## config.mk

```make
export PLATFORM = sky130hd
export DESIGN_NAME = logic_operand_sequencer_flat
export DESIGN_NICKNAME = d
export VERILOG_FILES = /design/src/rtl/logic_operand_sequencer_if.sv /design/src/rtl/logic_operand_sequencer.sv /design/src/flat_wrapper.sv
export SDC_FILE = /design/constraint.sdc
export NUM_CORES = 1
export LEC_CHECK = 0
export CAP_MARGIN = 20
export CORE_ASPECT_RATIO = 1.2
export CORE_UTILIZATION = 42
export CTS_BUF_LIST = sky130_fd_sc_hd__clkbuf_16
export DETAILED_ROUTE_END_ITERATION = 6
export PLACE_DENSITY_LB_ADDON = 0.15
export SKIP_LAST_GASP = 1
export SYNTH_ARGS = -nofsm -noshare
export SYNTH_HDL_FRONTEND = slang
export SYNTH_SLANG_ARGS = --single-unit
```

## constraint.sdc

```tcl
create_clock -name clk -period 1.86 [get_ports clk]
set_input_delay 0.372 -clock clk [delete_from_list [all_inputs] [get_ports clk]]
set_output_delay 0.372 -clock clk [all_outputs]
set_load 0.02 [all_outputs]
```

## src/rtl/logic_operand_sequencer_if.sv

```systemverilog
// Operand-in and result-out handshake bundle between the data bus, the
// operand sequencer and the writeback stage.
interface logic_operand_sequencer_if #(
    parameter int unsigned WIDTH = 8
);
    logic [WIDTH-1:0] in_data;
    logic             in_valid;
    logic             in_ready;
    logic [WIDTH-1:0] res_data;
    logic             res_valid;
    logic             res_ready;

    // Environment side: supplies operands, consumes results.
    modport master (
        output in_data,
        output in_valid,
        input  in_ready,
        input  res_data,
        input  res_valid,
        output res_ready
    );

    // Sequencer side.
    modport slave (
        input  in_data,
        input  in_valid,
        output in_ready,
        output res_data,
        output res_valid,
        input  res_ready
    );
endinterface

```

## src/rtl/logic_operand_sequencer.sv

```systemverilog
// Collects two operands serially for the NAND logic unit, waits EXEC_LAT cycles,
// captures its output and offers it on a valid/ready result port.
module logic_operand_sequencer #(
    parameter int unsigned WIDTH    = 8,
    parameter int unsigned EXEC_LAT = 1
) (
    input  logic                      clk,
    input  logic                      rst_n,
    logic_operand_sequencer_if.slave  bus,
    input  logic                      clear,
    output logic [WIDTH-1:0]          op_a,
    output logic [WIDTH-1:0]          op_b,
    input  logic [WIDTH-1:0]          gate_out,
    output logic                      busy,
    output logic [7:0]                res_count
);

    if (EXEC_LAT < 1 || EXEC_LAT > 15) begin : g_bad_lat
        $error("EXEC_LAT must be in 1..15");
    end

    localparam logic [3:0] CntInit = 4'(EXEC_LAT - 1);

    typedef enum logic [1:0] {
        StA    = 2'd0,
        StB    = 2'd1,
        StExec = 2'd2,
        StOut  = 2'd3
    } state_e;

    state_e           state_q, state_d;
    logic [WIDTH-1:0] op_a_q, op_a_d;
    logic [WIDTH-1:0] op_b_q, op_b_d;
    logic [WIDTH-1:0] res_data_q, res_data_d;
    logic [7:0]       res_count_q, res_count_d;
    logic [3:0]       cnt_q, cnt_d;

    always_ff @(posedge clk or negedge rst_n) begin
        if (!rst_n) begin
            state_q     <= StA;
            op_a_q      <= '0;
            op_b_q      <= '0;
            res_data_q  <= '0;
            res_count_q <= '0;
            cnt_q       <= '0;
        end else begin
            state_q     <= state_d;
            op_a_q      <= op_a_d;
            op_b_q      <= op_b_d;
            res_data_q  <= res_data_d;
            res_count_q <= res_count_d;
            cnt_q       <= cnt_d;
        end
    end

    always_comb begin
        state_d     = state_q;
        op_a_d      = op_a_q;
        op_b_d      = op_b_q;
        res_data_d  = res_data_q;
        res_count_d = res_count_q;
        cnt_d       = cnt_q;
        // Clear aborts without touching any datapath register.
        if (clear) begin
            state_d = StA;
        end else begin
            case (state_q)
                StA: begin
                    if (bus.in_valid) begin
                        op_a_d  = bus.in_data;
                        state_d = StB;
                    end
                end
                StB: begin
                    if (bus.in_valid) begin
                        op_b_d  = bus.in_data;
                        cnt_d   = CntInit;
                        state_d = StExec;
                    end
                end
                StExec: begin
                    if (cnt_q == 4'd0) begin
                        res_data_d = gate_out;
                        state_d    = StOut;
                    end else begin
                        cnt_d = cnt_q - 4'd1;
                    end
                end
                StOut: begin
                    if (bus.res_ready) begin
                        res_count_d = res_count_q + 8'd1;
                        state_d     = StA;
                    end
                end
                default: state_d = StA;
            endcase
        end
    end

    // Handshake flags come from the state register alone.
    assign bus.in_ready  = (state_q == StA) || (state_q == StB);
    assign bus.res_valid = (state_q == StOut);
    assign bus.res_data  = res_data_q;
    assign busy          = (state_q != StA);
    assign op_a          = op_a_q;
    assign op_b          = op_b_q;
    assign res_count     = res_count_q;

endmodule

```

## src/flat_wrapper.sv

```systemverilog
// flat-port wrapper written by rule: the top's interface ports become plain ports
module logic_operand_sequencer_flat 
#(
    parameter int unsigned WIDTH    = 8,
    parameter int unsigned EXEC_LAT = 1
)
  (clk, rst_n, clear, op_a, op_b, gate_out, busy, res_count, bus_in_data, bus_in_valid, bus_in_ready, bus_res_data, bus_res_valid, bus_res_ready);
  logic_operand_sequencer_if #(.WIDTH(WIDTH)) bus_i ();
  input  logic clk;
  input  logic rst_n;
  input  logic clear;
  output logic [WIDTH-1:0] op_a;
  output logic [WIDTH-1:0] op_b;
  input  logic [WIDTH-1:0] gate_out;
  output logic busy;
  output logic [7:0] res_count;
  input wire logic [$bits(bus_i.in_data)-1:0] bus_in_data;
  input wire logic [$bits(bus_i.in_valid)-1:0] bus_in_valid;
  output wire logic [$bits(bus_i.in_ready)-1:0] bus_in_ready;
  output wire logic [$bits(bus_i.res_data)-1:0] bus_res_data;
  output wire logic [$bits(bus_i.res_valid)-1:0] bus_res_valid;
  input wire logic [$bits(bus_i.res_ready)-1:0] bus_res_ready;
  assign bus_i.in_data = bus_in_data;
  assign bus_i.in_valid = bus_in_valid;
  assign bus_in_ready = bus_i.in_ready;
  assign bus_res_data = bus_i.res_data;
  assign bus_res_valid = bus_i.res_valid;
  assign bus_i.res_ready = bus_res_ready;
  logic_operand_sequencer #(.WIDTH(WIDTH), .EXEC_LAT(EXEC_LAT)) u_core (.clk(clk), .rst_n(rst_n), .bus(bus_i), .clear(clear), .op_a(op_a), .op_b(op_b), .gate_out(gate_out), .busy(busy), .res_count(res_count));
endmodule
```

==> flow_summary.toml <==
[status]
run_status = "finished clean"

[die]
number_of_core_rows = 24
core_area_mm2 = 0.003724
initial_utilization = 0.4530
fp.dieArea_mm2 = 0.004274
boundaryPins = 56
floorplan.die.width_um = 59.85
die-height_um = 71.42

[power]
combPwrFrac = 0.454
p_seq_frac = 0.305
power.share.switching = 0.3168
p_int_mw = 3.015
power.static_leakage_nw = 1.149
total_power_mw = 4.414
ir_drop_uv = 740.8
p_clk_frac = 0.241
power.net_switching_mw = 1.398
power-per-cell-area_mw_per_mm2 = 1700

[finish]
layoutNonFillerInstCount = 249
n_antenna_cell = 0
final_util = 0.6972
num-nets-final = 223
area_growth_pct = 53.93
share_of_layout_cells_above_drive_strength_1 = 0.2690

[logic_synthesis]
dominant_combinational_cell_family_by_area_after_synthesis = "multiplexers"
share_of_synthesized_area_spent_on_multiplexers = 0.1907
synth-main-ff-cell = "sky130_fd_sc_hd__dfrtp_1"
synth-adder-area-share = 0.04451
compound_gate_fraction_of_synth_area = 0.03561
synth_most_common_cell = "sky130_fd_sc_hd__dfrtp_1"
synth_largest_area_cell = "sky130_fd_sc_hd__dfrtp_1"
synth_top_cell_area_share = 0.5638
synth_cell_type_count = 33
postSynthCellCount = 125
syn-num-nets = 152
syn_area_per_cell_um2 = 13.49
post_synth_and_or_nand_nor_area_fraction = 0.1039
number_of_enable_flip_flop_cells_after_synthesis = 0
post_synth_most_frequent_cells = "38 x sky130_fd_sc_hd__dfrtp_1, 25 x sky130_fd_sc_hd__mux2_2, 8 x sky130_fd_sc_hd__inv_1, 6 x sky130_fd_sc_hd__ha_1, 5 x sky130_fd_sc_hd__xnor2_1"
synth.ff_latch_count = 38
seq_area_frac_synth = 0.5638
ys_top_cells_by_area = "sky130_fd_sc_hd__dfrtp_1 56%, sky130_fd_sc_hd__mux2_2 17%, sky130_fd_sc_hd__ha_1 4.5%, sky130_fd_sc_hd__xnor2_1 2.6%, sky130_fd_sc_hd__mux2i_1 2.4%"
yosys.area_share.xor_xnor = 0.03635
synth.yosys.warnings = 0
netlist_area_before_placement_mm2 = 0.001687
async_flop_share = 1.000

[route]
number_of_design_rule_violations_left_by_the_first_detailed_router_iteration = 24
detail-route-antenna-nets = 0
first_pass_iters = 4
detail_route.drc_violations = 0
drt-total-wl_mm = 3.567
detailroute.via_count = 1243
vias_per_cell = 4.992
avgRoutedWirePerCell_um = 14.33

[clock_network]
h-tree-depth = 2
clock_network_latency_to_the_later_pin_of_the_worst_skew_pair_ns = 0.27
tritoncts.num_buffers = 5
cts_hold_repair.buffers = 0
tritoncts_clock_tree = "built"
clk_transition_reported_paths_ns = 0.05
clock_tree.buffer_depth = 2
setup_repair_bufs_after_cts = 0
clockRootBuffer = "sky130_fd_sc_hd__clkbuf_16"
clock-sinks = 38

[critical_path]
crit-reg2reg-launch = "u_core.cnt_q[1]"
critical_path_peak_fanout = 3
cp-startpoint = "u_core.state_q[0]"
critPathLaunchType = "register"
cp_data_required_time_ns = 1.49
critical_path.endpoint_type = "primary output"
timing.critical_path.arrival_ns = 1.41
criticalPathCategory = "register to primary output"
ff2ff_setup_slack_ns = 0.08

[sta]
finalSetupTns_ns = 0
fin_skew_ns = 0.002814
max_freq_mhz = 560.6
rsz0062_at_grt = "yes"
slew_headroom = 0.6878
tightest_pin_transition_ns = 0.4683
setup-violations-final = 0
drv_slew = 0
hold-worst-slack_ns = 0.1326
finalHoldViolCount = 0
timing.final.crit_share = 0.9591
finalCriticalPeriod_ns = 1.784

[placement]
dpl.hpwl_mm = 2.624
port_buffers = 55
gpl.final_weighted_congestion = 0.6980
dp.cells = 241

[grt]
grt_pass1_vias = 1237
grt_max_degree = 39
grt_pass1_wl_mm = 5.678
grt_overflow = 0
grtUsageTotal = 0.1821
grt_antenna_before_repair = 0

[min_path]
hold_path_class = "input pin to async pin"

[run]
cap_viol_max_count = 0
## per-stage QoR
step	cell area (um2)	worst slack, ns
floorplan	1687	0.1179
finish	2596	0.07613
global placement	2400	0.03308
global route	2596	-0.002833
detailed placement	2400	-0.02366
CTS	2585	-0.1091
## power by group through the flow
stage          logic (mW)  registers, mW  clock network, mW
6_report             2.00           1.34               1.06
5_1_grt              2.15           1.39               1.14
4_1_cts              1.97           1.35               1.09
3_5_place_dp         1.99           1.36                  0
3_3_place_gp         1.93           1.34                  0
2_1_floorplan       0.666           1.69                  0
## worst max-delay path, cell delays in order, from the launching register on
cell and delay [ns]:
sky130_fd_sc_hd__dfrtp_1 0.38, sky130_fd_sc_hd__inv_1 0.07, sky130_fd_sc_hd__ha_1 0.21, sky130_fd_sc_hd__or2_2 0.31
sky130_fd_sc_hd__clkbuf_2 0.16
## cell type report
cell class | instances | area [um2]
clock inverter | 3 | 63.81
timing repair buffer | 67 | 649.4
multi-input combinational | 76 | 711.9
inverter | 8 | 30.03
fill | 300 | 1127
tap | 52 | 65.06
sequential | 38 | 950.9
clock buffer | 5 | 125.1
## state kept, by name, indices dropped and copies added, names as in the netlist
register             cells
u_core.res_count         8
u_core.cnt_q             4
u_core.op_b              8
u_core.state_q           2
u_core.op_a              8
u_core.bus.res_data      8
## cell usage in the layout (no fill, tap or decap), types with 3 or more instances in the layout
master	count
sky130_fd_sc_hd__nand2b_1	3
sky130_fd_sc_hd__ha_1	5
sky130_fd_sc_hd__dfrtp_1	38
sky130_fd_sc_hd__xnor2_1	5
sky130_fd_sc_hd__inv_1	8
sky130_fd_sc_hd__clkbuf_16	5
sky130_fd_sc_hd__nand2_1	4
sky130_fd_sc_hd__mux2_2	25
sky130_fd_sc_hd__nand4_1	3
sky130_fd_sc_hd__buf_4	10
sky130_fd_sc_hd__mux2i_1	3
sky130_fd_sc_hd__clkdlybuf4s50_1	51
## layer usage
layer  track usage  vias up  routed length [um]
met2        0.3247       42                1965
met1        0.1998      607                1339
met3       0.05054        4                 218
met4       0.06977        0                  44
li1              -      590                   -
met5             0        -                   0
## what timing repair did
item	CTS	global route
endpoints found under the hold margin	0	0
cloned	0	0
endpoints found under the setup margin	3	3
gates resized for setup	3	8
## final timing paths
| check | to | depth (start not counted) |
|---|---|---|
| setup reg to reg | u_core.state_q[0] | 6 |
| setup / recovery | bus_in_ready | 4 |
| hold / removal | u_core.bus.res_data[7] | 2 |
| max in group asynchronous | u_core.res_count[2] | 2 |
| hold reg to reg | u_core.res_count[7] | 1 |
| min in group clk | u_core.res_count[7] | 1 |
## cell families after synthesis
| kind of cell | count (synthesis) |
|---|---|
| DFF | 38 |
| muxes | 29 |
| buffers and inverters | 11 |
| and+or+nand+nor | 26 |
| xor gates and xnor gates | 7 |
| AOI/OAI and AO/OA | 8 |
| adders and majority gates | 6 |
Power figures use the tool's default switching activity.
